### config.mk
export PLATFORM = sky130hd
export DESIGN_NAME = serial_char_tx
export DESIGN_NICKNAME = d
export VERILOG_FILES = /design/src/rtl/serial_char_tx.sv
export SDC_FILE = /design/constraint.sdc
export NUM_CORES = 1
export LEC_CHECK = 0
export CAP_MARGIN = 20
export CELL_PAD_IN_SITES_DETAIL_PLACEMENT = 0
export CELL_PAD_IN_SITES_GLOBAL_PLACEMENT = 2
export CORE_UTILIZATION = 38
export DETAILED_ROUTE_END_ITERATION = 8
export PLACE_DENSITY_LB_ADDON = 0.1
export RECOVER_POWER = 25
export SLEW_MARGIN = 10
export SYNTH_ARGS = -nofsm -noshare
export SYNTH_HDL_FRONTEND = slang
export SYNTH_SLANG_ARGS = --single-unit
### constraint.sdc
create_clock -name clk_clk -period 5.5 [get_ports clk_clk]
set_input_delay 1.1 -clock clk_clk [delete_from_list [all_inputs] [get_ports clk_clk]]
set_output_delay 1.1 -clock clk_clk [all_outputs]
set_load 0.01 [all_outputs]
### src/rtl/serial_char_tx.sv
// serial_char_tx
//   Serial transmitter fed from Nios PIO outputs. Each byte is framed as
//   one start bit (0), DATA_BITS data bits LSB first, then STOP_BITS stop
//   bits (1). A one-entry holding register sits in front of the shift
//   register, so a byte queued during a frame follows with no idle gap.
//
// Ports
//   clk_clk          in   system clock
//   reset_reset_n    in   asynchronous active-low reset
//   parallel_in      in   byte to send, bits [DATA_BITS-1:0] used
//   load             in   level, writes parallel_in into the holding register
//   transmit_enable  in   permits a new frame to start
//   serial_out       out  line output, idles high
//   char_sent        out  one-cycle pulse on the last cycle of the last stop bit
//   busy             out  frame in progress or holding register occupied
//   hold_full        out  holding register occupied
module serial_char_tx #(
    parameter int unsigned CLKS_PER_BIT = 16,
    parameter int unsigned DATA_BITS    = 8,
    parameter int unsigned STOP_BITS    = 1
) (
    input  logic       clk_clk,
    input  logic       reset_reset_n,
    input  logic [7:0] parallel_in,
    input  logic       load,
    input  logic       transmit_enable,
    output logic       serial_out,
    output logic       char_sent,
    output logic       busy,
    output logic       hold_full
);

    localparam int unsigned STOP_LEN = STOP_BITS * CLKS_PER_BIT;
    localparam int unsigned CW       = $clog2(STOP_LEN);
    localparam int unsigned BW       = (DATA_BITS > 1) ? $clog2(DATA_BITS) : 1;

    localparam logic [CW-1:0] BIT_LAST  = CW'(CLKS_PER_BIT - 1);
    localparam logic [CW-1:0] STOP_LAST = CW'(STOP_LEN - 1);
    localparam logic [CW-1:0] SENT_AT   = CW'(STOP_LEN - 2);
    localparam logic [BW-1:0] IDX_LAST  = BW'(DATA_BITS - 1);

    typedef enum logic [1:0] {IDLE, START, DATA, STOP} state_t;

    state_t        state;
    logic [CW-1:0] baud_cnt;
    logic [BW-1:0] bit_idx;
    logic [7:0]    hold;
    logic [7:0]    shift;

    logic bit_end;
    logic stop_end;
    logic frame_slot;
    logic take;
    logic hold_full_nxt;
    logic idle_nxt;

    // A new frame may begin from IDLE or straight out of the final stop
    // cycle; both points share the same hold->shift transfer condition.
    always_comb begin
        bit_end       = (baud_cnt == BIT_LAST);
        stop_end      = (state == STOP) && (baud_cnt == STOP_LAST);
        frame_slot    = (state == IDLE) || stop_end;
        take          = frame_slot && hold_full && transmit_enable;
        // A load in the transfer cycle refills hold, so it stays full.
        hold_full_nxt = load || (hold_full && !take);
        idle_nxt      = frame_slot && !take;
    end

    always_ff @(posedge clk_clk or negedge reset_reset_n) begin
        if (!reset_reset_n) begin
            state      <= IDLE;
            baud_cnt   <= '0;
            bit_idx    <= '0;
            hold       <= '0;
            shift      <= '0;
            hold_full  <= 1'b0;
            serial_out <= 1'b1;
            char_sent  <= 1'b0;
            busy       <= 1'b0;
        end else begin
            char_sent <= 1'b0;
            hold_full <= hold_full_nxt;
            busy      <= hold_full_nxt || !idle_nxt;
            if (load) begin
                hold <= parallel_in;
            end

            case (state)
                IDLE: begin
                    if (take) begin
                        state      <= START;
                        shift      <= hold;
                        baud_cnt   <= '0;
                        serial_out <= 1'b0;
                    end
                end

                START: begin
                    if (bit_end) begin
                        state      <= DATA;
                        baud_cnt   <= '0;
                        bit_idx    <= '0;
                        serial_out <= shift[0];
                    end else begin
                        baud_cnt <= baud_cnt + CW'(1);
                    end
                end

                DATA: begin
                    if (bit_end) begin
                        baud_cnt <= '0;
                        shift    <= shift >> 1;
                        if (bit_idx == IDX_LAST) begin
                            state      <= STOP;
                            serial_out <= 1'b1;
                        end else begin
                            bit_idx    <= bit_idx + BW'(1);
                            // Present the next bit together with the shift.
                            serial_out <= shift[1];
                        end
                    end else begin
                        baud_cnt <= baud_cnt + CW'(1);
                    end
                end

                STOP: begin
                    if (stop_end) begin
                        baud_cnt <= '0;
                        if (take) begin
                            state      <= START;
                            shift      <= hold;
                            serial_out <= 1'b0;
                        end else begin
                            state <= IDLE;
                        end
                    end else begin
                        baud_cnt <= baud_cnt + CW'(1);
                        // Registered pulse lands on the final stop cycle.
                        if (baud_cnt == SENT_AT) begin
                            char_sent <= 1'b1;
                        end
                    end
                end

                default: state <= IDLE;
            endcase
        end
    end

endmodule

==> impl_metrics.tcl, run 1 <==
set metrics [dict create \
    slew_viol_final 30 \
    slowest_stage "clkbuf_1" \
    die_y_um 63.7 \
    cts_resized 0 \
    fin_skew_ns 0.00801 \
    worstPathMaxFanout 29 \
    synth_top_family_by_area "compound AO/OA/AOI/OAI gates" \
    post_cts_buffers 0 \
    synth-compound-area-share 0.223 \
    ys_seq_area_frac 0.503 \
    finalWirelength_mm 2.87 \
    synth.most_common_cell "dfrtp_1" \
    grt_pass1_vias 1117 \
    setup_viol 0 \
    cts_sinks 29 \
    endpoint_kind "asynchronous set/reset pin" \
    yosys.area_share.simple 0.105 \
    worstMarginPinSlew_ns 1.56 \
    max_slew_margin -0.0419 \
    nets 177 \
    ff2ff_path_depth 6 \
    syn_to_final_growth_pct 20.6 \
    synth.distinct_cells 34 \
    wire_per_inst_um 13.9 \
    use_met1 0.197 \
    synth-seq-cells 29 \
    synthArstFlopShare 1.00 \
    r2r-start "state[0]$_DFFE_PN0P_" \
    yosysWarnings 0 \
    grt_max_degree 30 \
    synth_mux_area_frac 0.0701 \
    rsz0062_at_grt "no" \
    status "finished with violations" \
    synth.top_cell.area_share 0.485 \
    dr.pass1.iters 4 \
    port_buffers 15 \
    synth_edf_count 0 \
    clock_path_buffers 2 \
    viasPerCell 5.37 \
    synth-main-ff-cell "dfrtp_1" \
    vias 1107 \
    cp.depth 2 \
    final_antenna_net_count 0 \
    rows 22 \
    dpl.hpwl_mm 2.02 \
    die-area_sq_mm 0.00405 \
    htree_levels 2 \
    required_ns 5.60 \
    endpoint "shift[7]$_DFFE_PN0P_" \
    max_stage_delay_ns 1.13 \
    synthXorXnorAreaFrac 0 \
    synthAdderAreaFrac 0.0693 \
    use_met3 0.0543 \
    n_antenna_cell 0 \
    maxCapViolations 1 \
    r2r_slack_ns 3.46 \
    antenna_found_initial 0 \
    drcViolationCount 0 \
    io_pins 16 \
    synth_top_area_cell "dfrtp_1" \
    hp-start "hold[3]$_DFFE_PN0P_" \
    finalSetupTns_ns 0 \
    busiest_layer "met2" \
    vdd_drop_max_mv 0.211 \
    cpLargestDelayFamily "buffers and inverters" \
    rr_endpoint "shift[2]$_DFFE_PN0P_" \
    path_buf_inv 2 \
    grt_util_met2 0.282 \
    critPathLaunch "reset_reset_n" \
    grt_pass1_wl_mm 5.11 \
    setup_ws_ns 2.85 \
    crit_arrival_ns 2.76 \
    synth.top_cells.by_count "28 x dfrtp_1, 16 x o22ai_1, 12 x o21ai_0" \
    routabilityCongestion 0.681 \
    grt-ovfl-total 0 \
    preCtsSetupSlack_ns 2.90 \
    cp-start-kind "input port" \
    cts_hold_buf 0 \
    period_share 0.483 \
    fin_crit_ns 2.65 \
    layout-drive-gt1-share 0.114 \
    core_sq_mm 0.00366 \
    power_density_mw_per_mm2 495 \
    syn_area_sq_mm 0.00145 \
    max_clock_freq_ghz 0.377 \
    leakagePower_uw 0.000734 \
    path_class "input port to asynchronous set/reset pin" \
    syn_inst 138 \
    synth_area_leaders "dfrtp_1 48%, ha_1 6.9%, o22ai_1 6.9%" \
    cts_made_buffers 5 \
    crit_path_cell_trace "dlygate4sd3_1 > clkbuf_1" \
    cts_tree "yes" \
    die_w_um 63.7 \
    synth_area_per_cell_sq_um 10.5 \
    hold_viol 0 \
    hold_class "register to register" \
    synth_nets 158 \
    start_util 0.395 \
    drt-initial-drc-count 31 \
    clk_root_buffer_cell "clkbuf_8" \
    track_usage 0.168 \
    clk_latency_ns 0.28 \
    violations "max-capacitance violations, max-slew violations" \
    clkTransAtPathRegs_ns 0.06 \
]
-- through the flow --
step           cell area [sq um]   util  cells  hold slack (ns)  total power (uW)
2_1_floorplan               1450      -    138            0.482               583
3_3_place_gp                1650  0.449    198            0.494               666
3_5_place_dp                1650  0.449    198            0.498               673
4_1_cts                     1750  0.477    206            0.512               871
5_1_grt                     1740  0.476    206            0.529               938
6_report                    1740  0.476    206            0.509               862
-- metal layers --
| layer | share of wire | vias up |
|---|---|---|
| li1 | - | 554 |
| met1 | 0.47 | 532 |
| met2 | 0.49 | 14 |
| met3 | 0.029 | 7 |
| met4 | 0.015 | 0 |
| met5 | 0 | - |
-- sequential cells by signal (all words and copies together), names as in the netlist --
register,count
hold_full,1
hold,8
serial_out,1
baud_cnt,4
char_sent,1
shift,8
state,2
busy,1
bit_idx,3
-- placed cells by master (no fill, tap or decap), drive strengths merged, types with 3 or more instances in the layout --
cell            n
clkdlybuf4s50  14
a21oi           9
o21ai          12
o22ai          16
inv             7
mux2            9
ha              8
dfrtp          28
nand2          11
nand3           3
clkbuf          8
nor2            5
-- power breakdown --
group | internal, uW | switching, uW
Clock | 113 | 78.9
Sequential | 276 | 53.2
Combinational | 154 | 187
-- cells by family after synthesis --
family,after synthesis
buffers and inverters,11
AND/OR/NAND/NOR,31
adder cells (fa/ha/maj),8
flip-flops,29
multiplexers,9
AO/OA/AOI/OAI,50
-- worst min path at each step --
stage	endpoint	slack [ns]	depth (start not counted)
after floorplan	hold[0]$_DFFE_PN0P_	0.48	1
after global placement	hold[3]$_DFFE_PN0P_	0.49	1
after detailed placement	hold[3]$_DFFE_PN0P_	0.50	1
after CTS	hold[3]$_DFFE_PN0P_	0.51	1
after global routing	hold[3]$_DFFE_PN0P_	0.53	1
final	hold[3]$_DFFE_PN0P_	0.51	1
-- final cells by class --
type | instances | area (sq um)
sequential | 29 | 727
clock inverter | 1 | 5.00
tap | 48 | 60.1
inverter | 7 | 26.3
clock buffer | 7 | 96.3
timing repair buffer | 16 | 154
multi-input combinational | 98 | 674
fill | 366 | 1920
No activity file was read; power rests on OpenSTA's default activity.
==> run 2, diff against run 1 <==
- CORE_UTILIZATION: 38 -> 32
- clock period: 5.5 -> 2.13 ns (I/O delays scaled with it)
==> impl_metrics.tcl, run 2 (synthesis results as in run 1) <==
set metrics [dict create \
    crit_arrival_ns 2.23 \
    dpl.hpwl_mm 2.33 \
    wire_per_inst_um 15.3 \
    rows 24 \
    worstMarginPinSlew_ns 0.733 \
    p_sw_uw 853 \
    slowest_stage "or4_1" \
    p_int_uw 1390 \
    final_common_cell "dfrtp_1" \
    vias 1148 \
    antenna_found_initial 0 \
    vdd_drop_max_mv 0.445 \
    grt_pass1_vias 1207 \
    track_usage 0.155 \
    clock_path_buffers 2 \
    max_clock_freq_ghz 0.497 \
    top_layer "met4" \
    met2WireLength_mm 1.60 \
    reg.largest.list "hold x8, shift x8, baud_cnt x4" \
    layout-drive-gt1-share 0.147 \
    max_stage_delay_ns 0.50 \
    drt-initial-drc-count 33 \
    n_antenna_cell 0 \
    setup_viol 0 \
    post_cts_buffers 0 \
    worstPathMaxFanout 6 \
    clkPwrFrac 0.196 \
    die-area_sq_mm 0.00479 \
    p_sw_frac 0.381 \
    fill_cells 421 \
    grt_pass1_wl_mm 5.77 \
    start_util 0.332 \
    period_share 0.945 \
    power_density_mw_per_mm2 1260 \
    route.met3.wl_um 106 \
    multiInputGateArea_sq_um 686 \
    cpMostUsedCell "inv_1" \
    wl_met1_mm 1.53 \
    grt-ovfl-total 0 \
    grt_max_degree 30 \
    io_pins 16 \
    maxCapViolations 0 \
    rsz0062_at_grt "no" \
    clk_root_buffer_cell "clkbuf_8" \
    clk_latency_ns 0.28 \
    viasPerCell 5.34 \
    required_ns 2.34 \
    syn_to_final_growth_pct 23.0 \
    clkTransAtPathRegs_ns 0.07 \
    finalSetupTns_ns 0 \
    finalWirelength_mm 3.29 \
    cts_tree "yes" \
    endpoint_kind "register" \
    nets 182 \
    routabilityCongestion 0.745 \
    power.share.combinational 0.423 \
    fin_crit_ns 2.01 \
    crit_path_cell_trace "inv_1 > ha_1 > inv_1 > or4_1 > o22ai_1 > mux2_2" \
    die_y_um 69.2 \
    slew_viol_final 0 \
    final_antenna_net_count 0 \
    drcViolationCount 0 \
    hold_class "register to register" \
    p_total_uw 2240 \
    cp-start-kind "register" \
    die_w_um 69.2 \
    cts_sinks 29 \
    most-common-layout-cells "28 x dfrtp_1, 15 x o22ai_1, 14 x clkdlybuf4s50_1" \
    hold_viol 0 \
    max_slew_margin 0.511 \
    final-seq-area_sq_um 727 \
    dr.pass1.iters 4 \
    leakagePower_uw 0.000752 \
    core_sq_mm 0.00435 \
    port_buffers 15 \
    pwr-share-seq 0.381 \
    fin_skew_ns 0.0101 \
    status "complete, no violations" \
    htree_levels 2 \
    cts_made_buffers 5 \
    path_class "register to register" \
]
==> run 2: changes by cell type in the layout (fill, tap and decap cells not counted) <==
| cell | before | now |
|---|---|---|
| clkbuf_1 | 1 | 2 |
| buf_4 | 0 | 5 |
| nand3_1 | 3 | 2 |
| o22ai_2 | 0 | 1 |
| nand3_2 | 0 | 1 |
| o22ai_1 | 16 | 15 |
| clkbuf_2 | 0 | 1 |
| clkbuf_8 | 7 | 5 |
==> run 2: worst max-delay path: cells and delay by family (launching register included) <==
family | cells | cell delay (ns)
adders and majority gates | 1 | 0.25
AOI/OAI and AO/OA | 1 | 0.21
muxes | 1 | 0.36
and+or+nand+nor | 1 | 0.50
DFF | 1 | 0.44
buffers and inverters | 2 | 0.20
==> run 2: final timing paths <==
kind / startpoint / end / slack [ns] / cells past startpoint
hold reg to reg: hold[5]$_DFFE_PN0P_ / hold[5]$_DFFE_PN0P_ / 0.52 / 1
setup reg to reg: state[0]$_DFFE_PN0P_ / serial_out$_DFFE_PN1P_ / 0.12 / 6
min in group asynchronous: reset_reset_n / baud_cnt[0]$_DFFE_PN0P_ / 0.72 / 2
hold / removal: hold[5]$_DFFE_PN0P_ / hold[5]$_DFFE_PN0P_ / 0.52 / 1
setup / recovery: state[0]$_DFFE_PN0P_ / serial_out$_DFFE_PN1P_ / 0.12 / 6
max in group asynchronous: reset_reset_n / state[1]$_DFFE_PN0P_ / 0.92 / 2
==> run 2: stage by stage <==
| step | hold WS (ns) | instances | area, sq um | utilization | worst slack, ns |
|---|---|---|---|---|---|
| floorplan | 0.130 | 138 | 1450 | - | 0.295 |
| global route | 0.541 | 215 | 1780 | 0.408 | 0.00700 |
| detailed placement | 0.507 | 207 | 1690 | 0.388 | 0.136 |
| global placement | 0.497 | 207 | 1690 | 0.388 | 0.181 |
| CTS | 0.521 | 215 | 1770 | 0.406 | 0.0972 |
| finish | 0.515 | 215 | 1780 | 0.408 | 0.117 |
==> run 2: layout make-up <==
cell class                 count  share of cell area
sequential                    29               0.409
tap                           52              0.0366
clock buffer                   7              0.0429
inverter                       7              0.0148
timing repair buffer          21               0.108
multi-input combinational     98               0.386
clock inverter                 1             0.00281
==> run 2: metal layers <==
layer  vias to the layer above  global-route usage
met5                         -                   0
met4                         0              0.0794
met3                         6              0.0509
met2                        24               0.250
met1                       557               0.183
li1                        561                   -
==> run 2: power by group through the flow <==
stage	Clock, uW	Combinational, uW	Sequential [uW]
5_1_grt	484	1060	881
3_3_place_gp	0	916	851
3_5_place_dp	0	938	861
2_1_floorplan	0	676	828
4_1_cts	452	947	851
6_report	438	949	854
==> run 2: repair_timing <==
item / CTS / global route
hold buffers: 0 / 0
gates resized for setup: 0 / 2
endpoints found under the setup margin: 0 / 3
==> run 3, diff against run 2 <==
- TNS_END_PERCENT: unset -> 5
==> results of run 3 <==
No change in the layout: final DEF, timing and power equal those of run 2.
